[src/rtl/lpm_pkg.sv]
// Shared constants and elaboration helpers for the lpm_fifo family.
package lpm_pkg;

    localparam int LPM_DEF_WIDTH    = 8;
    localparam int LPM_DEF_NUMWORDS = 16;
    localparam int LPM_DEF_WIDTHU   = 4;

    // Ceiling log2; clog2(1) = 0. Used only on constants at elaboration.
    function automatic int clog2(input int value);
        int r;
        int v;
        r = 0;
        v = value - 1;
        while (v > 0) begin
            r = r + 1;
            v = v >> 1;
        end
        return r;
    endfunction

endpackage

[src/rtl/lpm_fifo_mem.sv]
// Simple dual-port storage for lpm_fifo: synchronous write port, registered read port.
module lpm_fifo_mem #(
    parameter int WIDTH = 8,
    parameter int DEPTH = 16,
    parameter int AW    = 4
) (
    input  logic             clock,
    input  logic             aclr_n,
    input  logic             clr,
    input  logic             wren,
    input  logic [AW-1:0]    wraddr,
    input  logic [WIDTH-1:0] wrdata,
    input  logic             rden,
    input  logic [AW-1:0]    rdaddr,
    output logic [WIDTH-1:0] q
);

    logic [WIDTH-1:0] mem [DEPTH];

    // The array itself carries no reset; only the output register clears.
    always_ff @(posedge clock) begin
        if (wren) begin
            mem[wraddr] <= wrdata;
        end
    end

    always_ff @(posedge clock or negedge aclr_n) begin
        if (!aclr_n) begin
            q <= '0;
        end else if (clr) begin
            q <= '0;
        end else if (rden) begin
            q <= mem[rdaddr];
        end
    end

endmodule

[src/rtl/lpm_fifo.sv]
// Single-clock FIFO with registered output and flags; any depth >= 2.
// Optional synchronous clear port sclr is built when LPM_FIFO_SCLR_EN is defined.
module lpm_fifo
    import lpm_pkg::*;
#(
    parameter lpm_type         = "lpm_fifo",
    parameter int lpm_width    = LPM_DEF_WIDTH,
    parameter int lpm_numwords = LPM_DEF_NUMWORDS,
    parameter int lpm_widthu   = LPM_DEF_WIDTHU,
    parameter lpm_hint         = "UNUSED"
) (
    input  logic                  clock,
    input  logic                  aclr_n,
`ifdef LPM_FIFO_SCLR_EN
    input  logic                  sclr,
`endif
    input  logic [lpm_width-1:0]  data,
    input  logic                  wrreq,
    input  logic                  rdreq,
    output logic [lpm_width-1:0]  q,
    output logic                  empty,
    output logic                  full,
    output logic [lpm_widthu-1:0] usedw
);

    localparam int CW = clog2(lpm_numwords + 1);
    localparam int AW = clog2(lpm_numwords);

    if (lpm_width < 1 || lpm_numwords < 2 || (1 << lpm_widthu) < lpm_numwords) begin : g_bad_params
        $error("%s: illegal width/depth parameters, lpm_hint=%s", lpm_type, lpm_hint);
    end

    logic [CW-1:0] count;
    logic [CW-1:0] count_nxt;
    logic [AW-1:0] wr_ptr;
    logic [AW-1:0] rd_ptr;
    logic          empty_r;
    logic          full_r;
    logic          clr;
    logic          wr_acc;
    logic          rd_acc;

`ifdef LPM_FIFO_SCLR_EN
    assign clr = sclr;
`else
    assign clr = 1'b0;
`endif

    // Request/flag contract: wrreq is honoured only while full is low and
    // rdreq only while empty is low, both judged on the pre-edge flags, so
    // a write never feeds a same-edge read and a read never frees a same-edge write.
    assign wr_acc = wrreq & ~full_r & ~clr;
    assign rd_acc = rdreq & ~empty_r & ~clr;

    function automatic logic [AW-1:0] ptr_inc(input logic [AW-1:0] p);
        return (p == AW'(lpm_numwords - 1)) ? '0 : p + 1'b1;
    endfunction

    always_comb begin
        count_nxt = count;
        if (wr_acc && !rd_acc) begin
            count_nxt = count + 1'b1;
        end else if (rd_acc && !wr_acc) begin
            count_nxt = count - 1'b1;
        end
    end

    always_ff @(posedge clock or negedge aclr_n) begin
        if (!aclr_n) begin
            count   <= '0;
            wr_ptr  <= '0;
            rd_ptr  <= '0;
            empty_r <= 1'b1;
            full_r  <= 1'b0;
        end else if (clr) begin
            count   <= '0;
            wr_ptr  <= '0;
            rd_ptr  <= '0;
            empty_r <= 1'b1;
            full_r  <= 1'b0;
        end else begin
            count   <= count_nxt;
            empty_r <= (count_nxt == '0);
            full_r  <= (count_nxt == CW'(lpm_numwords));
            if (wr_acc) begin
                wr_ptr <= ptr_inc(wr_ptr);
            end
            if (rd_acc) begin
                rd_ptr <= ptr_inc(rd_ptr);
            end
        end
    end

    lpm_fifo_mem #(
        .WIDTH (lpm_width),
        .DEPTH (lpm_numwords),
        .AW    (AW)
    ) u_mem (
        .clock  (clock),
        .aclr_n (aclr_n),
        .clr    (clr),
        .wren   (wr_acc),
        .wraddr (wr_ptr),
        .wrdata (data),
        .rden   (rd_acc),
        .rdaddr (rd_ptr),
        .q      (q)
    );

    assign empty = empty_r;
    assign full  = full_r;
    // usedw wraps to 0 when the depth equals 2**lpm_widthu and the FIFO is full.
    assign usedw = lpm_widthu'(count);

endmodule

[config.mk]
export PLATFORM = sky130hd
export DESIGN_NAME = lpm_fifo
export DESIGN_NICKNAME = d
export VERILOG_FILES = /design/src/rtl/lpm_pkg.sv /design/src/rtl/lpm_fifo_mem.sv /design/src/rtl/lpm_fifo.sv
export SDC_FILE = /design/constraint.sdc
export NUM_CORES = 1
export LEC_CHECK = 0
export CAP_MARGIN = 20
export CORE_MARGIN = 2
export CORE_UTILIZATION = 65
export DETAILED_ROUTE_END_ITERATION = 7
export HOLD_SLACK_MARGIN = 0.03
export PLACE_DENSITY = 0.95
export SLEW_MARGIN = 20
export SYNTH_ARGS = -nofsm -noshare
export SYNTH_HDL_FRONTEND = slang
export SYNTH_SLANG_ARGS = --single-unit
[constraint.sdc]
create_clock -name clock -period 2.3 [get_ports clock]
set_input_delay 0.345 -clock clock [delete_from_list [all_inputs] [get_ports clock]]
set_output_delay 0.345 -clock clock [all_outputs]
set_load 0.05 [all_outputs]
==> impl_metrics.json, run 1 <==
{
  "path_cells": "clkdlybuf4s50_1",
  "cts_tree": "built",
  "rsz0062_at_grt": "no",
  "die_y_um": 102,
  "yosys_warnings": 0,
  "synth_top_area_share_pct": 61.8,
  "fin_skew_ps": 9.79,
  "area_delta_synth_final_pct": 14.9,
  "route.detailed.drc": 0,
  "path_delay_family": "buffers and inverters",
  "fp.dieArea_um2": 10400,
  "required_ps": 1960,
  "start_util_pct": 67.3,
  "ys_top_cells_by_area": "edfxtp_1, dfrtp_1, mux4_1, mux2i_1, and2_1",
  "routabilityCongestion": 0.837,
  "synth_seq_cells": 151,
  "drive_gt1_share_pct": 13.6,
  "drv_slew": 0,
  "powerDensity_nw_per_um2": 1340,
  "grt_pass1_wl_um": 21200,
  "hold_buffers": 0,
  "hp-class": "input port to asynchronous set/reset pin",
  "cp_max_fo": 8,
  "antenna_cells": 0,
  "syn-cell-area_um2": 6220,
  "worstMarginPinSlew_ps": 798,
  "die_x_um": 102,
  "status": "completed",
  "cts_root_buffer": "clkbuf_8",
  "antenna_found_initial": 0,
  "critical_path_buf_inv_count": 1,
  "wl_met1_um": 5180,
  "cellLeakagePower_nw": 2.51,
  "htreeDepth": 4,
  "routed_wl_um": 14100,
  "cts.sinks": 151,
  "wl_met3_um": 1470,
  "synth-edff-count": 128,
  "postSynthNetCount": 380,
  "drtAntennaViolNets": 0,
  "async_flop_share_pct": 15.2,
  "seq_area_frac_synth_pct": 71.1,
  "max_slew_margin_pct": 46.6,
  "cpMaxStageDelayCell": "clkdlybuf4s50_1",
  "worstSetupPathType": "flop to output pin",
  "clk_path_buf_depth": 2,
  "post-route-util_pct": 77.3,
  "final_cells": 534,
  "routed.top_layer": "met4",
  "crit_path_max_incr_delay_ps": 860,
  "synthCells": 361,
  "ir_drop_mv": 0.626,
  "io_buffers": 25,
  "layout_commonest_cell": "edfxtp_1",
  "grt-ovfl-total": 0,
  "synthFlopType": "edfxtp_1",
  "wl_per_cell_um": 26.4,
  "clock.fmax_mhz": 449,
  "synth_top_area_cell": "edfxtp_1",
  "grt_pass1_vias": 3476,
  "end_kind": "output pin",
  "placementRows": 35,
  "grt_max_degree": 36,
  "nNetsFinal": 411,
  "avgViaCountPerCell": 6.73,
  "arrival_ps": 1880,
  "finalSetupTns_ps": 0,
  "cts_buffers": 17,
  "fin_crit_sh_pct": 96.7,
  "finalCriticalPeriod_ps": 2220,
  "start_kind": "flop",
  "drtIter0Drc": 415,
  "hpwl_um": 8160,
  "core_um2": 9240,
  "num_vias": 3594,
  "synth.distinct_cells": 43,
  "routed-wl-met2_um": 6970,
  "avgSynthCellArea_um2": 17.2,
  "finalHoldViolCount": 0,
  "grt.total_usage_pct": 29.6,
  "final_cell_mix": "edfxtp_1, clkdlybuf4s50_1, mux2i_1, dfrtp_1",
  "drv_cap": 0,
  "drt-pass1-iter-count": 5,
  "post_cts_resized": 0,
  "dpl.cell_count": 502,
  "ios": 26,
  "path_clk_slew_ps": 70,
  "setup_viol": 0,
  "clk_latency_ps": 520,
  "post_cts_buffers": 0
}
[logic make-up after synthesis]
group / Yosys count / share of synthesized area [%]
mux: 47 / 11.7
flops: 151 / 71.1
simple gates: 69 / 6.06
xor+xnor: 6 / 0.845
buf+inv: 26 / 3.06
fa+ha+maj: 7 / 1.41
compound gates: 55 / 5.80
[per-layer routing]
layer,track usage [%],vias up
met5,0,-
met3,7.38,43
met1,39.8,1797
met2,46.8,259
li1,-,1495
met4,12.9,0
[worst paths after layout]
kind	startpoint	to	slack [ps]	cells after the start
setup / recovery	count[0]	usedw[0]	80	1
hold / removal	aclr_n	u_mem.q[2]	190	2
setup reg to reg	rd_ptr[0]	u_mem.q[4]	150	4
hold reg to reg	count[4]	count[4]	500	1
max in group asynchronous	aclr_n	empty	1810	2
min in group clock	count[4]	count[4]	500	1
[cell usage after synthesis (3+ instances only)]
master    number
inv_1          4
mux2i_1       24
nor2b_1        4
o22ai_1       14
and2_1        16
a211o_1        7
nand2_1       11
mux2_2         7
ha_1           7
nor3_1         4
mux4_1        13
buf_2          3
dfrtp_1       22
a31oi_1        9
clkbuf_1       5
nand2b_1       3
buf_4          9
nor2_1        13
a21oi_1       10
buf_6          3
xnor2_1        6
nand3_1        8
mux4_2         3
edfxtp_1     128
o21ai_0        6
[metrics by stage]
stage | worst slack (ps) | power (mW) | hold WS (ps) | area (µm²)
after floorplan | 506 | 5.86 | 49.4 | 6220
after global placement | 140 | 6.40 | 471 | 6530
after detailed placement | 67.3 | 6.54 | 493 | 6530
after CTS | 73.0 | 9.50 | 198 | 7140
after global routing | 8.30 | 9.85 | 211 | 7140
final | 75.2 | 9.54 | 192 | 7140
[sequential cells by signal, summed over array words and instances (netlist names)]
name / flops
empty: 1
rd_ptr: 4
wr_ptr: 4
u_mem.mem: 128
full: 1
count: 5
u_mem.q: 8
[layout make-up]
class / count / area, µm²
Sequential cell: 151 / 4420
Inverter: 4 / 15.0
Clock inverter: 14 / 193
Timing Repair Buffer: 34 / 330
Multi-Input combinational cell: 184 / 1610
Clock buffer: 18 / 418
Tap cell: 129 / 161
Fill cell: 461 / 2100
[power by group]
| group | internal, mW | switching (mW) | total, mW |
|---|---|---|---|
| logic | 1.15 | 1.72 | 2.86 |
| clock network | 1.77 | 1.09 | 2.86 |
| registers | 3.39 | 0.424 | 3.82 |
| total | 6.31 | 3.23 | 9.54 |
Note: power is estimated with default switching activity, not from simulation.
==> run 2: changes to the inputs <==
- PLACE_DENSITY: 0.95 -> 0.85
- SETUP_SLACK_MARGIN: unset -> 0.4
- clock period: 2.3 -> 2.65 ns (I/O delays scaled with it)
==> run 2 against run 1 <==
Net effect:
- first-iteration DRC count fell by 10%
- cell count fell by 0.37%
- via count fell by 5.4%
- core utilization fell by 0.16 points
- flip-flop and latch count did not move
- design area fell by 0.21%
- register-to-register slack improved by 450 ps
- global-route usage fell by 2.7 points
- clock power fell by 16%
- critical path depth did not move
==> impl_metrics.json, run 2 (synthesis results as in run 1) <==
{
  "fin_crit_sh_pct": 81.4,
  "critical_path_buf_inv_count": 1,
  "path_cells": "clkdlybuf4s50_1",
  "r2r_cells": 4,
  "routabilityCongestion": 0.937,
  "power_mw": 8.06,
  "drv_cap": 0,
  "reg_top3": "u_mem.mem x128, u_mem.q x8, count x5",
  "crit_path_max_incr_delay_ps": 830,
  "routed_wl_um": 12800,
  "antenna_found_initial": 0,
  "drtIter0Drc": 372,
  "die_y_um": 102,
  "antenna_cells": 0,
  "reg2reg_setup_slack_ps": 600,
  "worstMarginPinSlew_ps": 752,
  "ios": 26,
  "avgViaCountPerCell": 6.39,
  "clk_latency_ps": 520,
  "placementRows": 35,
  "num_vias": 3399,
  "final_cells": 532,
  "start_kind": "flop",
  "r2r-start": "rd_ptr[0]",
  "grt-ovfl-total": 0,
  "largest_register_ff_count": 128,
  "grt_pass1_vias": 3456,
  "p_int_mw": 5.42,
  "grt_pass1_wl_um": 19300,
  "path_delay_family": "buffers and inverters",
  "finalSetupTns_ps": 0,
  "setup_viol": 0,
  "start_util_pct": 67.3,
  "arrival_ps": 1760,
  "path_clk_slew_ps": 60,
  "design_area_um2": 7130,
  "cp_max_fo": 4,
  "dpl.cell_count": 500,
  "grt_max_degree": 36,
  "seq_power_share_pct": 40.7,
  "area_delta_synth_final_pct": 14.7,
  "nFillCells": 477,
  "cpMaxStageDelayCell": "clkdlybuf4s50_1",
  "htreeDepth": 4,
  "wl_met1_um": 5040,
  "clock.fmax_mhz": 464,
  "rsz0062_at_grt": "no",
  "multi_input_area_um2": 1610,
  "drv_slew": 0,
  "clkPwrFrac_pct": 29.8,
  "end_kind": "output pin",
  "wl_per_cell_um": 24.0,
  "die_x_um": 102,
  "drive_gt1_share_pct": 13.4,
  "required_ps": 2250,
  "layout_commonest_cell": "edfxtp_1",
  "switchingPower_mw": 2.65,
  "largest-register": "u_mem.mem",
  "routed.top_layer": "met4",
  "route.detailed.drc": 0,
  "io_buffers": 25,
  "status": "completed",
  "worstSetupPathType": "flop to output pin",
  "cts.sinks": 151,
  "timing.rr.end": "u_mem.q[6]",
  "hp-class": "input port to asynchronous set/reset pin",
  "final_cell_mix": "edfxtp_1, mux2i_1, dfrtp_1, clkdlybuf4s50_1, clkbuf_16",
  "nNetsFinal": 409,
  "post_cts_buffers": 0,
  "postPlaceCellArea_um2": 6520,
  "cellLeakagePower_nw": 2.52,
  "hpwl_um": 7950,
  "finalCriticalPeriod_ps": 2160,
  "post-route-util_pct": 77.2,
  "core_um2": 9240,
  "drtAntennaViolNets": 0,
  "fin_skew_ps": 9.90,
  "wl_met3_um": 1060,
  "drt-pass1-iter-count": 6,
  "p_comb_share_pct": 29.4,
  "finalHoldViolCount": 0,
  "cts_root_buffer": "clkbuf_8",
  "cts_tree": "built",
  "hold_buffers": 0,
  "netSwitchingFraction_pct": 32.8,
  "ir_drop_mv": 0.630,
  "routed-wl-met2_um": 6330,
  "grt.total_usage_pct": 26.9,
  "powerDensity_nw_per_um2": 1130,
  "max_slew_margin_pct": 49.7,
  "post_cts_resized": 3,
  "cts_buffers": 17,
  "clk_path_buf_depth": 2,
  "seq_area_um2": 4420,
  "fp.dieArea_um2": 10400
}
==> run 2: changes by cell type in the layout (fill, tap and decap cells not counted), sizes merged <==
cell	delta
inv	-4
buf	-2
dlymetal6s2s	+1
dlygate4sd2	+3
clkinv	+2
clkbuf	+4
clkdlybuf4s50	-4
bufinv	-2
==> run 2: worst max-delay path by stage <==
stage | slack [ps] | from | cells after the start | end
after global placement | 350 | wrreq | 6 | u_mem.mem[6][6]
after detailed placement | 260 | wrreq | 6 | u_mem.mem[6][1]
final | 490 | count[3] | 1 | usedw[3]
after floorplan | 860 | full | 3 | u_mem.mem[11][0]
after global routing | 450 | count[3] | 1 | usedw[3]
after CTS | 430 | count[2] | 1 | usedw[2]
==> run 2: metal layers <==
metal / track usage, % / up-vias
li1: - / 1488
met1: 35.5 / 1698
met2: 42.0 / 183
met3: 8.14 / 30
met4: 12.2 / 0
met5: 0 / -
==> run 2: cell type report <==
| cell class | count | share of cell area, % |
|---|---|---|
| clock inverters | 10 | 1.63 |
| flip-flops and latches | 151 | 62.0 |
| multi-input cells | 184 | 22.5 |
| repair buffers | 32 | 4.41 |
| inverters | 4 | 0.211 |
| clock buffers | 22 | 6.95 |
| well taps | 129 | 2.26 |
==> run 2: power by group through the flow <==
stage | registers, mW | clock network [mW] | logic (mW)
floorplan | 3.38 | 0 | 1.71
global placement | 3.31 | 0 | 2.27
detailed placement | 3.33 | 0 | 2.34
CTS | 3.29 | 2.43 | 2.36
global route | 3.33 | 2.53 | 2.53
finish | 3.28 | 2.41 | 2.37
==> run 2: stage by stage <==
stage | hold WS [ps] | worst slack (ps)
finish | 234 | 493
detailed placement | 470 | 264
global placement | 464 | 349
floorplan | 102 | 856
global route | 252 | 451
CTS | 228 | 434
